===== src/rtl/cdb_arbiter.sv =====
// Common Data Bus arbiter: round-robin grant among NUM_REQ functional units, one registered broadcast per cycle.
// Optional CDB_ARB_REDIRECT_PRIO_EN: lowest-index valid redirecting FU wins ahead of round-robin.
module cdb_arbiter #(
    parameter int NUM_REQ    = 4,
    parameter int DATA_WIDTH = 32,
    parameter int ADDR_WIDTH = 32,
    parameter int ROB_DEPTH  = 64,
    localparam int TAG_WIDTH = $clog2(ROB_DEPTH)
) (
    input  logic                          clk,
    input  logic                          n_rst,
    input  logic                          i_flush,
    input  logic [NUM_REQ-1:0]            i_req_valid,
    input  logic [NUM_REQ*TAG_WIDTH-1:0]  i_req_tag,
    input  logic [NUM_REQ*DATA_WIDTH-1:0] i_req_data,
    input  logic [NUM_REQ*ADDR_WIDTH-1:0] i_req_addr,
    input  logic [NUM_REQ-1:0]            i_req_redirect,
    output logic [NUM_REQ-1:0]            o_req_ready,
    output logic                          o_cdb_en,
    output logic [TAG_WIDTH-1:0]          o_cdb_tag,
    output logic [DATA_WIDTH-1:0]         o_cdb_data,
    output logic [ADDR_WIDTH-1:0]         o_cdb_addr,
    output logic                          o_cdb_redirect
);
    localparam int PTR_WIDTH = $clog2(NUM_REQ);

    logic [TAG_WIDTH-1:0]  tag_arr  [NUM_REQ];
    logic [DATA_WIDTH-1:0] data_arr [NUM_REQ];
    logic [ADDR_WIDTH-1:0] addr_arr [NUM_REQ];

    generate
        for (genvar gi = 0; gi < NUM_REQ; gi++) begin : g_unpack
            assign tag_arr[gi]  = i_req_tag[gi*TAG_WIDTH +: TAG_WIDTH];
            assign data_arr[gi] = i_req_data[gi*DATA_WIDTH +: DATA_WIDTH];
            assign addr_arr[gi] = i_req_addr[gi*ADDR_WIDTH +: ADDR_WIDTH];
        end
    endgenerate

    logic [PTR_WIDTH-1:0] rr_ptr_reg, rr_ptr_next;
    logic [PTR_WIDTH-1:0] search_idx;
    logic [PTR_WIDTH-1:0] winner;
    logic                 found;
    logic                 grant_valid;

    logic                  cdb_en_reg;
    logic [TAG_WIDTH-1:0]  cdb_tag_reg;
    logic [DATA_WIDTH-1:0] cdb_data_reg;
    logic [ADDR_WIDTH-1:0] cdb_addr_reg;
    logic                  cdb_redirect_reg;

    // Winner search never looks at payload, so ready depends only on valid, pointer and flush.
    always_comb begin
        found      = 1'b0;
        winner     = '0;
        search_idx = '0;
        for (int i = 0; i < NUM_REQ; i++) begin
            search_idx = PTR_WIDTH'((int'(rr_ptr_reg) + i) % NUM_REQ);
            if (!found && i_req_valid[search_idx]) begin
                found  = 1'b1;
                winner = search_idx;
            end
        end
`ifdef CDB_ARB_REDIRECT_PRIO_EN
        begin
            logic prio_found;
            prio_found = 1'b0;
            for (int i = 0; i < NUM_REQ; i++) begin
                if (!prio_found && i_req_valid[i] && i_req_redirect[i]) begin
                    prio_found = 1'b1;
                    winner     = PTR_WIDTH'(i);
                end
            end
        end
`endif
    end

    assign grant_valid = found && !i_flush && n_rst;
    assign rr_ptr_next = (winner == PTR_WIDTH'(NUM_REQ-1)) ? '0 : winner + 1'b1;

    always_comb begin
        o_req_ready = '0;
        if (grant_valid)
            o_req_ready[winner] = 1'b1;
    end

    always_ff @(posedge clk or negedge n_rst) begin
        if (!n_rst) begin
            rr_ptr_reg       <= '0;
            cdb_en_reg       <= 1'b0;
            cdb_tag_reg      <= '0;
            cdb_data_reg     <= '0;
            cdb_addr_reg     <= '0;
            cdb_redirect_reg <= 1'b0;
        end else if (i_flush) begin
            rr_ptr_reg <= '0;
            cdb_en_reg <= 1'b0;
        end else begin
            cdb_en_reg <= grant_valid;
            if (grant_valid) begin
                rr_ptr_reg       <= rr_ptr_next;
                cdb_tag_reg      <= tag_arr[winner];
                cdb_data_reg     <= data_arr[winner];
                cdb_addr_reg     <= addr_arr[winner];
                cdb_redirect_reg <= i_req_redirect[winner];
            end
        end
    end

    assign o_cdb_en       = cdb_en_reg;
    assign o_cdb_tag      = cdb_tag_reg;
    assign o_cdb_data     = cdb_data_reg;
    assign o_cdb_addr     = cdb_addr_reg;
    assign o_cdb_redirect = cdb_redirect_reg;
endmodule


===== config.mk =====
export PLATFORM = sky130hd
export DESIGN_NAME = cdb_arbiter
export DESIGN_NICKNAME = d
export VERILOG_FILES = /design/src/rtl/cdb_arbiter.sv
export SDC_FILE = /design/constraint.sdc
export NUM_CORES = 1
export LEC_CHECK = 0
export BUFFER_PORTS_ARGS = -buffer_cell sky130_fd_sc_hd__clkbuf_2
export CAP_MARGIN = 20
export CORE_AREA = 2 2 143 145
export CTS_BUF_LIST = sky130_fd_sc_hd__clkbuf_16
export CTS_CLUSTER_DIAMETER = 60
export DETAILED_ROUTE_END_ITERATION = 10
export DIE_AREA = 0 0 145 147
export GPL_ROUTABILITY_DRIVEN = 0
export GPL_TIMING_DRIVEN = 0
export PLACE_DENSITY = 0.5
export SLEW_MARGIN = 5
export SYNTH_ARGS = -nofsm -noshare
export SYNTH_HDL_FRONTEND = slang
export SYNTH_SLANG_ARGS = --single-unit
export TNS_END_PERCENT = 30

===== constraint.sdc =====
create_clock -name clk -period 2.2 [get_ports clk]
set_clock_uncertainty 0.15 [all_clocks]
set_input_delay 0.11 -clock clk [delete_from_list [all_inputs] [get_ports clk]]
set_output_delay 0.11 -clock clk [all_outputs]
set_load 0.05 [all_outputs]

==> run_results.csv, run 1 <==
group,metric,value,unit
placed_design,dp_hpwl,14500,um
logic_synthesis,synth_warnings,0,
logic_synthesis,synthTopCellsByArea,"dfrtp_1, mux2_4, a221o_1",
floorplanning,initial_core_util,23.3,%
logic_synthesis,synth_top_area_cell,"dfrtp_1",
cts,post_cts_buffers,4,
cts,htreeDepth,3,
floorplanning,die_h,147,um
cts,cts-root-buf,"clkbuf_16",
logic_synthesis,synth_fp_nets,647,
logic_synthesis,synth_top_cell_area_share,40.1,%
floorplanning,die_w,145,um
cts,cts_num_sinks,74,
logic_synthesis,ys_seq_area_share,40.1,%
logic_synthesis,avgSynthCellArea,13.0,sq um
outcome,status,"aborted with a tool error",
floorplanning,io_pins,367,
logic_synthesis,synthCells,355,
cts,cts_resized,37,
cts,clockBufferDepth,2,
outcome,stop_stage,"clock tree synthesis (4_1_cts)",
placed_design,placedCellCount,992,
placed_design,io_buffers,366,
logic_synthesis,synth.distinct_cells,27,
logic_synthesis,syn_area,4610,sq um
cts,cts_buffers,9,
cts,cts_hold_buf,203,
outcome,first-error,"[ERROR RSZ-0060] Max buffer count reached.",
logic_synthesis,ys_seq_elements,74,
floorplanning,rows,52,
[cells by family after synthesis]
kind of cell               Yosys count  synth area share [%]
AOI/OAI and AO/OA                  153                  30.6
adders and majority gates            1                 0.271
buffers and inverters               42                  4.99
DFF                                 74                  40.1
muxes                               71                  22.2
and+or+nand+nor                     14                  1.79
[cell usage after synthesis]
cell      number
mux2_1         1
ha_1           1
o41a_1         1
mux2_2        10
a22o_1        71
o21a_1         1
o32ai_1        2
nor2_1         5
nor3_1         2
a221o_1       71
buf_6          7
clkbuf_1      15
a21o_1         1
buf_2         16
dfrtp_1       74
mux2_4        60
a211o_1        1
inv_1          1
nand2b_2       1
nand2_1        1
inv_2          3
a21oi_1        4
nand2b_1       2
a211oi_1       1
and2_1         1
nor2b_1        1
nor3_4         1
[per-stage QoR]
| step | instance area, sq um | worst slack, ns |
|---|---|---|
| floorplan | 4620 | 0.0801 |
| global placement | 6790 | -2.22 |
| detailed placement | 6820 | -1.27 |
==> run 2, diff against run 1 <==
CORE_AREA = 2 2 141 143   (was 2 2 143 145)
CTS_BUF_LIST = unset   (was sky130_fd_sc_hd__clkbuf_16)
CTS_CLUSTER_DIAMETER = unset   (was 60)
DIE_AREA = 0 0 143 145   (was 0 0 145 147)
PLACE_DENSITY = unset   (was 0.5)
PLACE_DENSITY_LB_ADDON = 0.15   (was unset)
clock period = 2.9 ns   (was 2.2 ns; I/O delays follow)
==> run 2 against run 1 <==
  * The flow now finishes without violations
  * Synthesized cell count did not move
  * Synthesized area did not move
==> run_results.csv, run 2 <==
group,metric,value,unit
outcome,status,"finished clean",
layout,design_area,8860,sq um
worst_setup_path,cp.arrival,2.87,ns
logic_synthesis,synthTopCellsByCount,"dfrtp_1, a221o_1, a22o_1",
cts,cts_num_sinks,74,
layout,nFillCells,1810,
global_routing,first_global_vias,6095,
power,peakVddDrop,0.000278,V
floorplanning,die_w,143,um
worst_setup_path,rrSetupSlack,0.11,ns
placed_design,placed_area,6810,sq um
worst_setup_path,cp_top_family,"buffers and inverters",
floorplanning,die_h,145,um
detailed_routing,wl_per_cell,17.2,um
timing,worst_pin_slew,0.579,ns
timing,setup_viol_count_final,0,
global_routing,overflow,0,
worst_setup_path,cp_cell_sequence,"nor2b_2 -> a21o_1 -> a211o_1 -> buf_8 -> buf_6 -> mux2_4 -> dlygate4sd3_1 -> a221o_1",
cts,cts_buffers,9,
logic_synthesis,synth_top_flop_cell,"dfrtp_1",
flow_run,cap_violations,0,
floorplanning,rows,51,
global_routing,antenna_found_initial,0,
layout,nets,1194,
logic_synthesis,syn_area,4610,sq um
logic_synthesis,synth.distinct_cells,27,
logic_synthesis,synth_fp_nets,647,
min_path,hold_path_class,"in -> reg",
logic_synthesis,synthCells,355,
placed_design,placedCellCount,987,
layout,area_growth_syn_to_layout,92.0,%
layout,final_common_cell,"clkbuf_2",
logic_synthesis,synthTopCellsByArea,"dfrtp_1, mux2_4, a221o_1",
cts,htreeDepth,3,
timing,setup_tns,0,ns
logic_synthesis,avgSynthCellArea,13.0,sq um
detailed_routing,drtAntennaViolNets,0,
worst_setup_path,worstPathBufferInverterCount,3,
floorplanning,io_pins,367,
cts,path_clk_slew,0.06,ns
timing,final_hold_viol_count,0,
layout,instances_no_fill,1172,
layout,layout_common_cells,"clkbuf_2, dlygate4sd3_1, dfrtp_1, a22o_1, a221o_1",
cts,clk_latency,0.34,ns
timing,maxSlewViolCount,0,
logic_synthesis,ys_seq_elements,74,
logic_synthesis,synth_edf_count,0,
worst_setup_path,critical_path_class,"reg -> reg",
detailed_routing,vias,5583,
logic_synthesis,synth_top_cell_area_share,40.1,%
layout,final_layout_size_suffix_gt1_share,53.9,%
floorplanning,initial_core_util,24.0,%
cts,cts-root-buf,"clkbuf_16",
worst_setup_path,cp_max_fo,10,
detailed_routing,first_pass_iters,4,
floorplanning,dieArea,20700,sq um
detailed_routing,drc,0,
timing,fmax,0.358,GHz
detailed_routing,routed_wl,20100,um
floorplanning,coreArea,19200,sq um
worst_setup_path,cpMaxStageDelayCell,"dlygate4sd3_1",
logic_synthesis,yosysMostFrequentCell,"dfrtp_1",
worst_setup_path,cp.required,2.97,ns
detailed_routing,viasPerCell,4.76,
global_routing,grt_usage,18.7,%
worst_setup_path,slowest_delay,0.56,ns
timing,finalCriticalPeriod,2.79,ns
placed_design,dp_hpwl,14800,um
worst_setup_path,end_kind,"flip-flop",
global_routing,grt_first_pass_wirelength,30400,um
power,total_power,0.00515,W
logic_synthesis,synth_warnings,0,
logic_synthesis,ys_seq_area_share,40.1,%
power,power_density,581,nW/um^2
placed_design,io_buffers,366,
worst_setup_path,crit_path_start_kind,"flip-flop",
logic_synthesis,synth_top_area_cell,"dfrtp_1",
cts,cts_tree,"built",
logic_synthesis,async_flop_share,100,%
power,p_leak,4.61,nW
cts,clockBufferDepth,2,
detailed_routing,initialDrtViolationCount,163,
timing,hold_ws,0.0124,ns
global_routing,grt_max_degree,41,
layout,antennaDiodeCount,0,
timing,timing.final.crit_share,96.3,%
timing,rsz0062_at_grt,"no",
timing,relSlewSlack,61.4,%
run 2: cell counts after synthesis:
No cell type changed its count.
run 2: cell type report:
class / instances / area, sq um / share of cell area [%]
repair buffers: 536 / 3580 / 40.4
multi-input cells: 239 / 2560 / 28.9
inverters: 4 / 15.0 / 0.169
well taps: 265 / 332 / 3.74
flip-flops and latches: 74 / 1850 / 20.9
plain buffers: 38 / 221 / 2.50
clock buffers: 10 / 229 / 2.58
clock inverters: 6 / 67.6 / 0.762
run 2: logic make-up after synthesis:
family | count (synthesis) | share of synthesized area (%)
flip-flops | 74 | 40.1
AND/OR/NAND/NOR | 14 | 1.79
buffers and inverters | 42 | 4.99
adder cells (fa/ha/maj) | 1 | 0.271
AO/OA/AOI/OAI | 153 | 30.6
multiplexers | 71 | 22.2
run 2: per-stage QoR:
step	utilization, %	setup WS [ns]
finish	46.1	0.107
global route	46.1	0.0275
CTS	45.9	0.0190
detailed placement	35.4	-0.568
global placement	35.3	-1.41
floorplan	-	0.410
run 2: power breakdown:
| group | internal (W) | leakage (nW) | switching [W] | total, W |
|---|---|---|---|---|
| Clock | 0.000668 | 0.139 | 0.000463 | 0.00113 |
| Sequential | 0.00128 | 0.921 | 0.000158 | 0.00144 |
| Combinational | 0.00107 | 3.55 | 0.00152 | 0.00258 |
| Total | 0.00301 | 4.61 | 0.00214 | 0.00515 |
run 2: path summary, 6_finish.rpt:
kind                           startpoint        endpoint  cells past startpoint
setup / recovery            rr_ptr_reg[0]  o_cdb_addr[16]                      8
hold / removal             i_req_addr[72]   o_cdb_addr[8]                      3
setup reg to reg            rr_ptr_reg[0]  o_cdb_addr[16]                      8
hold reg to reg            o_cdb_addr[21]  o_cdb_addr[21]                      2
max in group asynchronous           n_rst   o_cdb_data[4]                      4
min in group asynchronous           n_rst   o_cdb_addr[8]                      4
run 2: tightest hold or removal path, cell delays in order:
cell,delay (ns)
clkbuf_2,0.08
mux2_4,0.12
a221o_1,0.13
run 2: metal layers:
| metal | up-vias | part of all wire [%] | track usage (%) |
|---|---|---|---|
| met5 | - | 0 | 0 |
| met4 | 0 | 2.7 | 7.23 |
| met3 | 37 | 6.5 | 3.80 |
| met2 | 250 | 52 | 35.1 |
| met1 | 2709 | 38 | 20.1 |
| li1 | 2587 | - | - |
run 2: timing repair:
action,in CTS,in global routing
buffers inserted,0,3
endpoints found under the setup margin,71,12
hold endpoints to repair,107,0
hold buffers,166,0
pin swaps,1,2
resized for setup,3,4
Note: power is estimated with default switching activity, not from simulation.
==> run 3, diff against run 2 <==
BUFFER_PORTS_ARGS = -buffer_cell sky130_fd_sc_hd__buf_4   (was -buffer_cell sky130_fd_sc_hd__clkbuf_2)
CTS_BUF_LIST = sky130_fd_sc_hd__clkbuf_4 sky130_fd_sc_hd__clkbuf_8   (was unset)
SLEW_MARGIN = 20   (was 5)
==> run 3 against run 2 <==
  * The run now fails in clock tree synthesis (4_1_cts)
  * Synthesized cell count did not move
  * Synthesized area did not move
==> run_results.csv, run 3 <==
group,metric,value,unit
placed_design,placed_area,7690,sq um
logic_synthesis,synth_warnings,0,
logic_synthesis,synth.distinct_cells,27,
logic_synthesis,yosysMostFrequentCell,"dfrtp_1",
floorplanning,initial_core_util,24.0,%
floorplanning,die_w,143,um
cts,post_cts_buffers,0,
logic_synthesis,syn_area,4610,sq um
cts,cts_buffers,9,
cts,clockBufferDepth,2,
logic_synthesis,synth_top_cell_area_share,40.1,%
logic_synthesis,ys_seq_area_share,40.1,%
logic_synthesis,ys_seq_elements,74,
floorplanning,io_pins,367,
cts,cts_resized,4,
floorplanning,rows,51,
logic_synthesis,async_flop_share,100,%
outcome,first-error,"[ERROR RSZ-0060] Max buffer count reached.",
placed_design,dp_hpwl,15100,um
floorplanning,die_h,145,um
cts,cts-root-buf,"clkbuf_8",
logic_synthesis,avgSynthCellArea,13.0,sq um
outcome,status,"aborted with a tool error",
logic_synthesis,synth_fp_nets,647,
logic_synthesis,synth_top_flop_cell,"dfrtp_1",
logic_synthesis,synth_edf_count,0,
logic_synthesis,synthCells,355,
outcome,stop_stage,"clock tree synthesis (4_1_cts)",
placed_design,io_buffers,366,
logic_synthesis,synthTopCellsByCount,"dfrtp_1, a221o_1, a22o_1",
cts,cts_hold_buf,201,
cts,cts_num_sinks,74,
cts,htreeDepth,3,
logic_synthesis,synth_top_area_cell,"dfrtp_1",
logic_synthesis,synthTopCellsByArea,"dfrtp_1, mux2_4, a221o_1",
## run 3: cell counts after synthesis
No cell type changed its count.
## run 3: cells by family after synthesis
family | Yosys count | synth area share (%)
simple gates | 14 | 1.79
compound gates | 153 | 30.6
flops | 74 | 40.1
buf+inv | 42 | 4.99
mux | 71 | 22.2
fa+ha+maj | 1 | 0.271
## run 3: metrics by stage
step / hold slack [ns] / std cells / util, % / setup TNS (ns) / setup WS, ns
global placement: 0.166 / 986 / 40.1 / -39.06 / -0.583
detailed placement: 0.168 / 986 / 40.1 / -42.85 / -0.640
floorplan: -0.301 / 355 / - / 0 / 0.410
